--- src/rtl/mult_pkg.sv ---
// Shared constants and types for the signed add-shift multiplier datapath.
// Optional sequence checker is enabled with MULT_SEQ_CHK_EN.
package mult_pkg;

  localparam int MULT_W = 8;

  // fn_HiLow encodes the adder operation directly
  typedef enum logic {
    ADD = 1'b0,
    SUB = 1'b1
  } alu_op_e;

endpackage

--- src/rtl/mult_datapath_if.sv ---
// Strobe, operand and result bundle between the multiplier control FSM and its datapath.
// SeqErr exists only when MULT_SEQ_CHK_EN is defined.
interface mult_datapath_if
  import mult_pkg::*;
#(
  parameter int WIDTH = MULT_W
);

  logic             clear;
  logic             LoadB;
  logic             Shift_En;
  logic             Add_Sub9_En;
  logic             fn_HiLow;
  logic [WIDTH-1:0] S;
  logic [WIDTH-1:0] Aval;
  logic [WIDTH-1:0] Bval;
  logic             X;
  logic             M;
`ifdef MULT_SEQ_CHK_EN
  logic             SeqErr;
`endif

  modport master (
    output clear, LoadB, Shift_En, Add_Sub9_En, fn_HiLow, S,
`ifdef MULT_SEQ_CHK_EN
    input  SeqErr,
`endif
    input  Aval, Bval, X, M
  );

  modport slave (
    input  clear, LoadB, Shift_En, Add_Sub9_En, fn_HiLow, S,
`ifdef MULT_SEQ_CHK_EN
    output SeqErr,
`endif
    output Aval, Bval, X, M
  );

endinterface

--- src/rtl/mult_datapath_adder9.sv ---
// (WIDTH+1)-bit ripple-carry adder/subtractor; subtraction inverts b and injects a carry-in.
module adder9
  import mult_pkg::*;
#(
  parameter int WIDTH = MULT_W
) (
  input  logic [WIDTH:0] a_i,
  input  logic [WIDTH:0] b_i,
  input  logic           sub_i,
  output logic [WIDTH:0] sum_o
);

  logic carry;
  logic bx;

  // Carry-out of the top bit is intentionally dropped
  always_comb begin
    carry = sub_i;
    bx    = 1'b0;
    sum_o = '0;
    for (int i = 0; i <= WIDTH; i++) begin
      bx       = b_i[i] ^ sub_i;
      sum_o[i] = a_i[i] ^ bx ^ carry;
      carry    = (a_i[i] & bx) | (carry & (a_i[i] ^ bx));
    end
  end

endmodule

--- src/rtl/mult_datapath.sv ---
// X/A/B registers and strobe priority for the sequential signed multiplier.
// Defining MULT_SEQ_CHK_EN adds a shift counter and the sticky SeqErr flag.
module mult_datapath
  import mult_pkg::*;
#(
  parameter int WIDTH = MULT_W
) (
  input  logic            Clk,
  input  logic            Reset,
  mult_datapath_if.slave  bus
);

  logic [WIDTH-1:0] a_q, a_d;
  logic [WIDTH-1:0] b_q, b_d;
  logic             x_q, x_d;
  logic [WIDTH:0]   sum;
  alu_op_e          op;
  logic             loadOrClear;

  assign op          = alu_op_e'(bus.fn_HiLow);
  assign loadOrClear = bus.clear | bus.LoadB;

  adder9 #(.WIDTH(WIDTH)) u_adder (
    .a_i   ({a_q[WIDTH-1], a_q}),
    .b_i   ({bus.S[WIDTH-1], bus.S}),
    .sub_i (op == SUB),
    .sum_o (sum)
  );

  // clear/LoadB beat add, add beats shift; add only acts when the multiplier bit is set
  always_comb begin
    a_d = a_q;
    b_d = b_q;
    x_d = x_q;
    if (loadOrClear) begin
      if (bus.clear) begin
        a_d = '0;
        x_d = 1'b0;
      end
      if (bus.LoadB) begin
        b_d = bus.S;
      end
    end else if (bus.Add_Sub9_En) begin
      if (b_q[0]) begin
        x_d = sum[WIDTH];
        a_d = sum[WIDTH-1:0];
      end
    end else if (bus.Shift_En) begin
      a_d = {x_q, a_q[WIDTH-1:1]};
      b_d = {a_q[0], b_q[WIDTH-1:1]};
    end
  end

  always_ff @(posedge Clk or negedge Reset) begin
    if (!Reset) begin
      a_q <= '0;
      b_q <= '0;
      x_q <= 1'b0;
    end else begin
      a_q <= a_d;
      b_q <= b_d;
      x_q <= x_d;
    end
  end

  assign bus.Aval = a_q;
  assign bus.Bval = b_q;
  assign bus.X    = x_q;
  assign bus.M    = b_q[0];

`ifdef MULT_SEQ_CHK_EN
  logic [3:0] cnt_q, cnt_d;
  logic       err_q, err_d;
  logic       shiftEff;

  assign shiftEff = bus.Shift_En & ~bus.Add_Sub9_En & ~loadOrClear;

  // A ninth shift or a simultaneous add+shift marks the sequence as broken until clear
  always_comb begin
    cnt_d = cnt_q;
    err_d = err_q;
    if (loadOrClear) begin
      cnt_d = '0;
      if (bus.clear) begin
        err_d = 1'b0;
      end
    end else begin
      if (bus.Add_Sub9_En && bus.Shift_En) begin
        err_d = 1'b1;
      end
      if (shiftEff) begin
        if (cnt_q >= 4'd8) begin
          err_d = 1'b1;
        end
        if (cnt_q != 4'hF) begin
          cnt_d = cnt_q + 4'd1;
        end
      end
    end
  end

  always_ff @(posedge Clk or negedge Reset) begin
    if (!Reset) begin
      cnt_q <= '0;
      err_q <= 1'b0;
    end else begin
      cnt_q <= cnt_d;
      err_q <= err_d;
    end
  end

  assign bus.SeqErr = err_q;
`endif

endmodule

--- src/flat_wrapper.sv ---
// flat-port wrapper written by rule: the top's interface ports become plain ports
module mult_datapath_flat import mult_pkg::*;
#(
  parameter int WIDTH = MULT_W
)
  (Clk, Reset, bus_clear, bus_LoadB, bus_Shift_En, bus_Add_Sub9_En, bus_fn_HiLow, bus_S, bus_Aval, bus_Bval, bus_X, bus_M);
  mult_datapath_if #(.WIDTH(WIDTH)) bus_i ();
  input  logic Clk;
  input  logic Reset;
  input wire logic [$bits(bus_i.clear)-1:0] bus_clear;
  input wire logic [$bits(bus_i.LoadB)-1:0] bus_LoadB;
  input wire logic [$bits(bus_i.Shift_En)-1:0] bus_Shift_En;
  input wire logic [$bits(bus_i.Add_Sub9_En)-1:0] bus_Add_Sub9_En;
  input wire logic [$bits(bus_i.fn_HiLow)-1:0] bus_fn_HiLow;
  input wire logic [$bits(bus_i.S)-1:0] bus_S;
  output wire logic [$bits(bus_i.Aval)-1:0] bus_Aval;
  output wire logic [$bits(bus_i.Bval)-1:0] bus_Bval;
  output wire logic [$bits(bus_i.X)-1:0] bus_X;
  output wire logic [$bits(bus_i.M)-1:0] bus_M;
  assign bus_i.clear = bus_clear;
  assign bus_i.LoadB = bus_LoadB;
  assign bus_i.Shift_En = bus_Shift_En;
  assign bus_i.Add_Sub9_En = bus_Add_Sub9_En;
  assign bus_i.fn_HiLow = bus_fn_HiLow;
  assign bus_i.S = bus_S;
  assign bus_Aval = bus_i.Aval;
  assign bus_Bval = bus_i.Bval;
  assign bus_X = bus_i.X;
  assign bus_M = bus_i.M;
  mult_datapath #(.WIDTH(WIDTH)) u_core (.Clk(Clk), .Reset(Reset), .bus(bus_i));
endmodule
--- config.mk ---
export PLATFORM = sky130hd
export DESIGN_NAME = mult_datapath_flat
export DESIGN_NICKNAME = d
export VERILOG_FILES = /design/src/rtl/mult_pkg.sv /design/src/rtl/mult_datapath_if.sv /design/src/rtl/mult_datapath_adder9.sv /design/src/rtl/mult_datapath.sv /design/src/flat_wrapper.sv
export SDC_FILE = /design/constraint.sdc
export NUM_CORES = 1
export LEC_CHECK = 0
export CORE_UTILIZATION = 42
export CTS_CLUSTER_SIZE = 10
export DETAILED_ROUTE_END_ITERATION = 10
export GPL_ROUTABILITY_DRIVEN = 0
export HOLD_SLACK_MARGIN = 0.02
export PLACE_DENSITY = 0.73
export SLEW_MARGIN = 0
export SYNTH_ARGS = -nofsm -noshare
export SYNTH_HDL_FRONTEND = slang
export SYNTH_SLANG_ARGS = --single-unit
--- constraint.sdc ---
create_clock -name Clk -period 2.8 [get_ports Clk]
set_input_delay 0.28 -clock Clk [delete_from_list [all_inputs] [get_ports Clk]]
set_output_delay 0.28 -clock Clk [all_outputs]
set_load 0.01 [all_outputs]
### Word-level counts from Yosys, hierarchy flattened

Index checks and enable logic that the tools add are counted.

* flip-flop bits (word level): 17
* logic and storage cells: 77
* output and inout bits: 18
* input port bits: 15

* equal/unequal tests: 4
* mux-type cells: 13
* bitwise gates (word level): 50
* reduce and logical (&&, ||, !) cells: 7

Operators by type and width (number)
* 8-bit 2-to-1 mux: 9
* 1-bit bitwise XOR: 25
* 1-bit AND: 16
* 1-bit OR: 9
* 3-bit AND reduction: 3
* 2-bit nonzero test: 3
* 1-bit 2-to-1 mux: 4
* 2-bit != test, second input constant: 2
* 3-bit by 1-bit != test with 1-bit output, second input constant: 1
* 3-bit nonzero test: 1
* 2-bit by 1-bit != test with 1-bit output, second input constant: 1

### Logic depth before layout (Yosys ltp)

Gate-level depths: netlist (run 1).

* word-level depth: 22
* depth in mapped cells: 14

### Cells and area by module

From an unflattened synthesis (run 1), not the netlist that was laid out.

* cell total of the unflattened synthesis: 112
* area, all modules: 1218.7 µm²

Modules (own cells, without submodules)
* mult_datapath: seq. area each 425.4 µm², times used 1, cells an instance 78, area each 900.9 µm²
* adder9: seq. area each 0.0 µm², times used 1, cells an instance 34, area each 317.8 µm²

### Least setup slack after synthesis (run 1)

No wires, ideal clock.

* path type: in2reg
* from: in bus_fn_HiLow
* to: reg u_core.a_q[7] (netlist: u_core.bus.Aval[7])
* library setup time: 124 ps
* required time: 2676 ps
* buffers on the path: 1
* setup slack: -493 ps
* arrival time: 3170 ps
* stages: 14
* cells stage by stage: buf_2 xnor2_1 fa_1 fa_1 fa_1 inv_1 fa_1 inv_1 fa_1 inv_1 fa_1 fa_1 mux2i_1 o2bb2ai_1

* word-level cells in the longest chain between the ends: 20

RTL lines
* start, declared: line flat_wrapper.sv:14 `input wire logic [$bits(bus_i.fn_HiLow)-1:0] bus_fn_HiLow;`
* 1-bit bitwise XOR: line mult_datapath_adder9.sv:22 `bx = b_i[i] ^ sub_i;`
* 1-bit bitwise XOR: line mult_datapath_adder9.sv:24 `carry = (a_i[i] & bx) | (carry & (a_i[i] ^ bx));`
* 1-bit AND: line mult_datapath_adder9.sv:24
* 1-bit OR: line mult_datapath_adder9.sv:24
* 1-bit AND: line mult_datapath_adder9.sv:24
* 1-bit OR: line mult_datapath_adder9.sv:24
* 1-bit AND: line mult_datapath_adder9.sv:24
* 1-bit OR: line mult_datapath_adder9.sv:24
* [4 not listed]
* 1-bit AND: line mult_datapath_adder9.sv:24
* 1-bit OR: line mult_datapath_adder9.sv:24
* 1-bit AND: line mult_datapath_adder9.sv:24
* 1-bit OR: line mult_datapath_adder9.sv:24
* 1-bit bitwise XOR (*): line mult_datapath_adder9.sv:23 `sum_o[i] = a_i[i] ^ bx ^ carry;`
* 8-bit 2-to-1 mux (*): line mult_datapath.sv:44 `if (b_q[0]) begin`
* 8-bit 2-to-1 mux (*): line mult_datapath.sv:43 `end else if (bus.Add_Sub9_En) begin`
* 8-bit 2-to-1 mux (*): line mult_datapath.sv:35 `if (loadOrClear) begin`
* end signal, assigned: line mult_datapath.sv:56 `a_q <= '0;`
* end signal, assigned: line mult_datapath.sv:60 `a_q <= a_d;`
* end, declared: line mult_datapath.sv:13 `logic [WIDTH-1:0] a_q, a_d;`

Mark *: on every way between the ends. The rest lies on a longest branch, timed or not. The select of a mux whose other input is x is not followed.
A chain may end at the register's enable or synchronous reset.

### Worst setup path in the final report (run 1)

* from: reg u_core.a_q[1] (netlist: u_core.bus.Aval[1])
* to: reg u_core.a_q[7] (netlist: u_core.bus.Aval[7])

* word-level cells in the longest chain between the ends: 17

RTL lines (line)
* 1-bit bitwise XOR: mult_datapath_adder9.sv:24
* 1-bit AND: mult_datapath_adder9.sv:24
* 1-bit OR (*): mult_datapath_adder9.sv:24
* 1-bit AND (*): mult_datapath_adder9.sv:24
* 1-bit OR (*): mult_datapath_adder9.sv:24
* 1-bit AND (*): mult_datapath_adder9.sv:24
* 1-bit OR (*): mult_datapath_adder9.sv:24
* 1-bit AND (*): mult_datapath_adder9.sv:24
* 1-bit OR (*): mult_datapath_adder9.sv:24
* 1-bit AND (*): mult_datapath_adder9.sv:24
* 1-bit OR (*): mult_datapath_adder9.sv:24
* 1-bit AND (*): mult_datapath_adder9.sv:24
* 1-bit OR (*): mult_datapath_adder9.sv:24
* 1-bit bitwise XOR (*): mult_datapath_adder9.sv:23
* 8-bit 2-to-1 mux (*): mult_datapath.sv:44
* 8-bit 2-to-1 mux (*): mult_datapath.sv:43
* 8-bit 2-to-1 mux (*): mult_datapath.sv:35

Marks and branches as above.

==> results of run 1 <==
==> per-stage QoR <==
step | utilization [%] | instances | hold slack [ns]
2_1_floorplan | - | 92 | -0.0156
3_3_place_gp | 62.1 | 159 | 0.499
3_5_place_dp | 62.1 | 159 | 0.508
4_1_cts | 63.2 | 163 | 0.471
5_1_grt | 63.5 | 163 | 0.483
6_report | 63.5 | 163 | 0.434
==> kinds of logic (layout without fill, tap and decap cells) <==
family / after synthesis / after routing / synth area share (%)
AO/OA/AOI/OAI: 12 / 12 / 8.27
adder cells (fa/ha/maj): 7 / 7 / 12.5
flip-flops: 17 / 17 / 38.0
buffers and inverters: 14 / 55 / 5.25
multiplexers: 25 / 25 / 24.5
AND/OR/NAND/NOR: 10 / 10 / 6.03
XOR/XNOR: 7 / 7 / 5.47
==> flip-flops by register name, indices dropped and copies added, names as in the netlist <==
name,count
u_core.bus.Bval,8
u_core.bus.Aval,8
u_core.bus.X,1
==> power by group <==
group | total, W | internal (W) | switching (W)
clock | 0.000139 | 0.0000555 | 0.0000831
sequential | 0.000293 | 0.000271 | 0.0000221
combinational | 0.000243 | 0.000142 | 0.000100
total | 0.000674 | 0.000469 | 0.000206
==> final timing paths <==
kind | startpoint | endpoint | slack, ns | cells past startpoint
min in group Clk | u_core.bus.Aval[3]$_DFFE_PN0P_ | u_core.bus.Aval[3]$_DFFE_PN0P_ | 0.53 | 1
max in group asynchronous | Reset | u_core.bus.Aval[4]$_DFFE_PN0P_ | 1.86 | 1
worst min register to register | u_core.bus.Aval[3]$_DFFE_PN0P_ | u_core.bus.Aval[3]$_DFFE_PN0P_ | 0.53 | 1
worst max-delay path | u_core.bus.Aval[1]$_DFFE_PN0P_ | u_core.bus.Aval[7]$_DFFE_PN0P_ | -0.29 | 13
worst min-delay path | Reset | u_core.bus.Aval[6]$_DFFE_PN0P_ | 0.43 | 1
worst max register to register | u_core.bus.Aval[1]$_DFFE_PN0P_ | u_core.bus.Aval[7]$_DFFE_PN0P_ | -0.29 | 13
==> repair_timing <==
item,CTS,global route
hold buffers,0,0
gates resized for setup,7,4
pin swaps,1,2
endpoints found under the setup margin,4,4
==> worst max-delay path: stages (launching register included) <==
cell and delay (ns):
dfrtp_1 0.38, inv_2 0.06, fa_2 0.39, fa_2 0.35, fa_2 0.35, inv_2 0.06, fa_2 0.18, inv_2 0.04
fa_2 0.32, inv_2 0.06, fa_2 0.18, fa_1 0.40, mux2i_1 0.14, o2bb2ai_1 0.08
==> cell usage after synthesis (all sizes together) <==
cell type | instances | area, um2
mux2 | 19 | 214
dfrtp | 17 | 425
inv | 11 | 41.3
fa | 7 | 140
o2bb2ai | 7 | 61.3
mux2i | 6 | 60.1
xnor2 | 5 | 43.8
buf | 3 | 17.5
a21oi | 2 | 13.8
nand2 | 2 | 7.51
nand4b | 2 | 17.5
nor2 | 2 | 12.5
o21ai | 2 | 10.0
xor2 | 2 | 17.5
nand3b | 1 | 7.51
nor3b | 1 | 7.51
o21a | 1 | 7.51
or3 | 1 | 6.26
or3b | 1 | 8.76
==> layer usage <==
metal | vias up | routed length, um | track usage [%]
li1 | 399 | - | -
met1 | 415 | 1030 | 25.4
met2 | 21 | 1110 | 32.1
met3 | 2 | 78 | 3.39
met4 | 0 | 19 | 5.26
met5 | - | 0 | 0
==> cell type report <==
class	instances	area (um2)
Sequential cell	17	425
Fill cell	222	913
Tap cell	30	37.5
Timing Repair Buffer	40	379
Multi-Input combinational cell	61	677
Inverter	11	41.3
Clock buffer	4	26.3
==> flow_metrics.env, run 1 <==
export IMPL_status="finished with violations"
export IMPL_violations="setup timing"
export IMPL_numClockSinks=17
export IMPL_skew_ns=0.00490
export IMPL_core_um2=2500
export IMPL_drive_gt1_share_pct=36.8
export IMPL_wirelength_mm=2.23
export IMPL_htree_levels=1
export IMPL_worst_pin_slew_ns=0.802
export IMPL_cp_max_fo=2
export IMPL_finalHoldViolations=0
export IMPL_power_leakage_nw=0.637
export IMPL_fp_dieW_um=53.6
export IMPL_num_nets_final=156
export IMPL_final_common_cell="clkdlybuf4s50_1"
export IMPL_yosys_register_bits=17
export IMPL_power_w=0.000674
export IMPL_critPathArrivalTime_ns=3.28
export IMPL_clk_insertion_delay_late_ns=0.30
export IMPL_clk_pin_slew_ns=0.11
export IMPL_min_period_over_period_pct=110
export IMPL_ys_seq_area_share_pct=38.0
export IMPL_wire_per_inst_um=13.7
export IMPL_syn_nets=114
export IMPL_die_height_um=53.6
export IMPL_clock_path_buffers=2
export IMPL_die_area_um2=2880
export IMPL_synth_cell_types=21
export IMPL_vias=837
export IMPL_hp_class="input pin to async pin"
export IMPL_antenna_found_initial=0
export IMPL_std_cell_rows=18
export IMPL_final_area_um2=1590
export IMPL_avgSynthCellArea_um2=12.2
export IMPL_synth_cells=92
export IMPL_ios=33
export IMPL_max_freq_mhz=324
export IMPL_place_area_um2=1550
export IMPL_vdd_ir_drop_max_mv=0.344
export IMPL_antenna_left=0
export IMPL_grt_pass1_vias=875
export IMPL_grt_ovfl_total=0
export IMPL_tns_ns=-0.693
export IMPL_start_kind="flop"
export IMPL_grt_setup_unrepaired="yes"
export IMPL_fin_ws_ns=-0.286
export IMPL_min_period_ns=3.09
export IMPL_max_cap_violations=0
export IMPL_diodes=0
export IMPL_dpl_hpwl_mm=1.78
export IMPL_area_growth_pct=41.7
export IMPL_postCtsSetupBuffers=0
export IMPL_synthesis_area_um2=1120
export IMPL_cts_buffers=3
export IMPL_grt_usage_pct=19.2
export IMPL_cts_tree="yes"
export IMPL_setup_viol=3
export IMPL_drtIter0Drc=2
export IMPL_drv_slew=0
export IMPL_via_per_inst=5.13
export IMPL_dr_pass1_iters=2
export IMPL_initial_utilization_pct=44.8
export IMPL_grt_pass1_wl_mm=3.88
export IMPL_route_detailed_drc=0
export IMPL_cts_root_buf="clkbuf_4"
export IMPL_worstSetupPathType="flop to flop"
export IMPL_power_density_nw_per_um2=425
export IMPL_final_cell_mix="29 x clkdlybuf4s50_1, 19 x mux2_2, 17 x dfrtp_1"
export IMPL_grt_max_degree=18
export IMPL_max_slew_margin_pct=46.4
export IMPL_ys_warn_count=0
export IMPL_required_ns=2.99
export IMPL_crit_path_end_kind="flop"
export IMPL_io_buffers=32
export IMPL_pre_cts_slack_ns=-0.908
No activity file was read; power rests on OpenSTA's default activity.
==> run 2: changes to the inputs <==
--- a/config.mk
+++ b/config.mk
@@ -5,6 +5,7 @@
 export SDC_FILE = /design/constraint.sdc
 export NUM_CORES = 1
 export LEC_CHECK = 0
+export CORE_MARGIN = 2
 export CORE_UTILIZATION = 42
 export CTS_CLUSTER_SIZE = 10
 export DETAILED_ROUTE_END_ITERATION = 10
==> run 2 against run 1 <==
Worst hold slack got worse by 0.0065 ns. Non-clock buffer count rose by 2. Largest cell class unchanged. First-iteration DRC count rose to 3.0 times the previous value. Clock power barely moved. The flow still finishes with violations (setup timing). Largest power group unchanged. Flip-flop and latch count did not move. Critical endpoint unchanged. Critical path depth rose by 1.
==> flow_metrics.env, run 2 (same netlist as run 1, synthesis figures left out) <==
export IMPL_status="finished with violations"
export IMPL_violations="setup timing"
export IMPL_max_cap_violations=0
export IMPL_worst_pin_slew_ns=0.774
export IMPL_multi_input_area_um2=677
export IMPL_min_period_ns=3.12
export IMPL_place_area_um2=1550
export IMPL_clock_path_buffers=2
export IMPL_core_um2=2500
export IMPL_setup_viol=3
export IMPL_seq_power_share_pct=43.5
export IMPL_grt_ovfl_total=0
export IMPL_htree_levels=1
export IMPL_vias=826
export IMPL_place_inst=159
export IMPL_cts_root_buf="clkbuf_4"
export IMPL_fin_ws_ns=-0.321
export IMPL_comb_power_share_pct=36.0
export IMPL_sw_frac_of_total_pct=30.4
export IMPL_clk_insertion_delay_late_ns=0.29
export IMPL_critPathArrivalTime_ns=3.30
export IMPL_crit_path_end_kind="flop"
export IMPL_hold_buffers=0
export IMPL_grt_max_degree=18
export IMPL_fp_dieW_um=55.6
export IMPL_cp_max_fo=4
export IMPL_max_slew_margin_pct=48.3
export IMPL_grt_usage_pct=15.8
export IMPL_ios=33
export IMPL_antenna_found_initial=0
export IMPL_cts_buffers=3
export IMPL_io_buffers=32
export IMPL_worstSetupPathType="input pin to flop"
export IMPL_diodes=0
export IMPL_num_nets_final=158
export IMPL_intPower_w=0.000469
export IMPL_p_switching_w=0.000205
export IMPL_vdd_ir_drop_max_mv=0.345
export IMPL_fillers=209
export IMPL_power_leakage_nw=0.649
export IMPL_final_cell_mix="29 x clkdlybuf4s50_1, 19 x mux2_2, 17 x dfrtp_1"
export IMPL_final_area_um2=1600
export IMPL_area_growth_pct=42.9
export IMPL_initial_utilization_pct=44.8
export IMPL_seqCellArea_um2=425
export IMPL_wirelength_mm=2.27
export IMPL_drive_gt1_share_pct=36.3
export IMPL_required_ns=2.98
export IMPL_power_density_nw_per_um2=422
export IMPL_grt_setup_unrepaired="yes"
export IMPL_die_area_um2=3100
export IMPL_grt_pass1_wl_mm=3.90
export IMPL_dpl_hpwl_mm=1.83
export IMPL_max_freq_mhz=320
export IMPL_drv_slew=0
export IMPL_numClockSinks=17
export IMPL_route_detailed_drc=0
export IMPL_skew_ns=0.00369
export IMPL_hp_class="input pin to async pin"
export IMPL_tns_ns=-0.774
export IMPL_pre_cts_slack_ns=-0.898
export IMPL_dr_pass1_iters=3
export IMPL_finalHoldViolations=0
export IMPL_cts_tree="yes"
export IMPL_start_kind="input pin"
export IMPL_die_height_um=55.6
export IMPL_antenna_left=0
export IMPL_std_cell_rows=18
export IMPL_wire_per_inst_um=13.7
export IMPL_via_per_inst=5.01
export IMPL_clk_pin_slew_ns=0.11
export IMPL_final_common_cell="clkdlybuf4s50_1"
export IMPL_drtIter0Drc=6
export IMPL_final_cells=165
export IMPL_clock_power_share_pct=20.5
export IMPL_min_period_over_period_pct=111
export IMPL_grt_pass1_vias=860
## run 2: cell types whose count changed in the layout (fill, tap and decap cells not counted), sizes merged
| cell | change |
|---|---|
| buf | +2 |
## run 2: stage by stage
| step | utilization, % | power (W) | hold WS (ns) |
|---|---|---|---|
| floorplan | - | 0.000428 | -0.0156 |
| global placement | 62.1 | 0.000536 | 0.503 |
| detailed placement | 62.1 | 0.000541 | 0.505 |
| CTS | 63.4 | 0.000682 | 0.475 |
| global route | 64.0 | 0.000717 | 0.501 |
| finish | 64.0 | 0.000675 | 0.428 |
## run 2: what timing repair did
action                                  in CTS  in global routing
pin swaps                                    1                  0
endpoints found under the setup margin       4                  4
buffers inserted                             1                  1
resized for setup                            7                  2
## run 2: layer usage
metal	vias up	track usage [%]	part of all wire (%)
met2	21	26.4	50
met1	398	20.8	45
li1	405	-	-
met3	2	2.56	4.5
met5	-	0	0
met4	0	5.23	0.71
## run 2: power by group through the flow
stage | sequential [W] | combinational, W | clock (W)
6_report | 0.000294 | 0.000243 | 0.000138
5_1_grt | 0.000298 | 0.000267 | 0.000153
4_1_cts | 0.000294 | 0.000245 | 0.000143
3_5_place_dp | 0.000298 | 0.000242 | 0
3_3_place_gp | 0.000297 | 0.000239 | 0
2_1_floorplan | 0.000307 | 0.000120 | 0
## run 2: cell type report
type,instances,area share [%]
clock buffer,4,1.64
inverter,11,2.58
multi-input combinational,61,42.3
sequential,17,26.6
tap,30,2.35
timing repair buffer,42,24.6
## run 2: critical path: stages
cell and delay [ns]:
clkdlybuf4s15_1 0.30, xnor2_4 0.21, fa_2 0.35, fa_2 0.35, fa_2 0.35, inv_2 0.06
fa_2 0.18, inv_2 0.04, fa_2 0.32, inv_2 0.06, fa_2 0.18, fa_1 0.40
mux2i_1 0.15, o2bb2ai_1 0.08
## run 2: final timing paths
check / startpoint / to / slack, ns / cells after the start
worst min-delay path: Reset / u_core.bus.Aval[5]$_DFFE_PN0P_ / 0.43 / 1
min in group Clk: u_core.bus.Aval[3]$_DFFE_PN0P_ / u_core.bus.Aval[3]$_DFFE_PN0P_ / 0.53 / 1
worst min register to register: u_core.bus.Aval[3]$_DFFE_PN0P_ / u_core.bus.Aval[3]$_DFFE_PN0P_ / 0.53 / 1
max in group asynchronous: Reset / u_core.bus.Bval[0]$_DFFE_PN0P_ / 1.89 / 1
worst max register to register: u_core.bus.Aval[0]$_DFFE_PN0P_ / u_core.bus.Aval[7]$_DFFE_PN0P_ / -0.31 / 13
worst max-delay path: bus_fn_HiLow / u_core.bus.Aval[7]$_DFFE_PN0P_ / -0.32 / 14
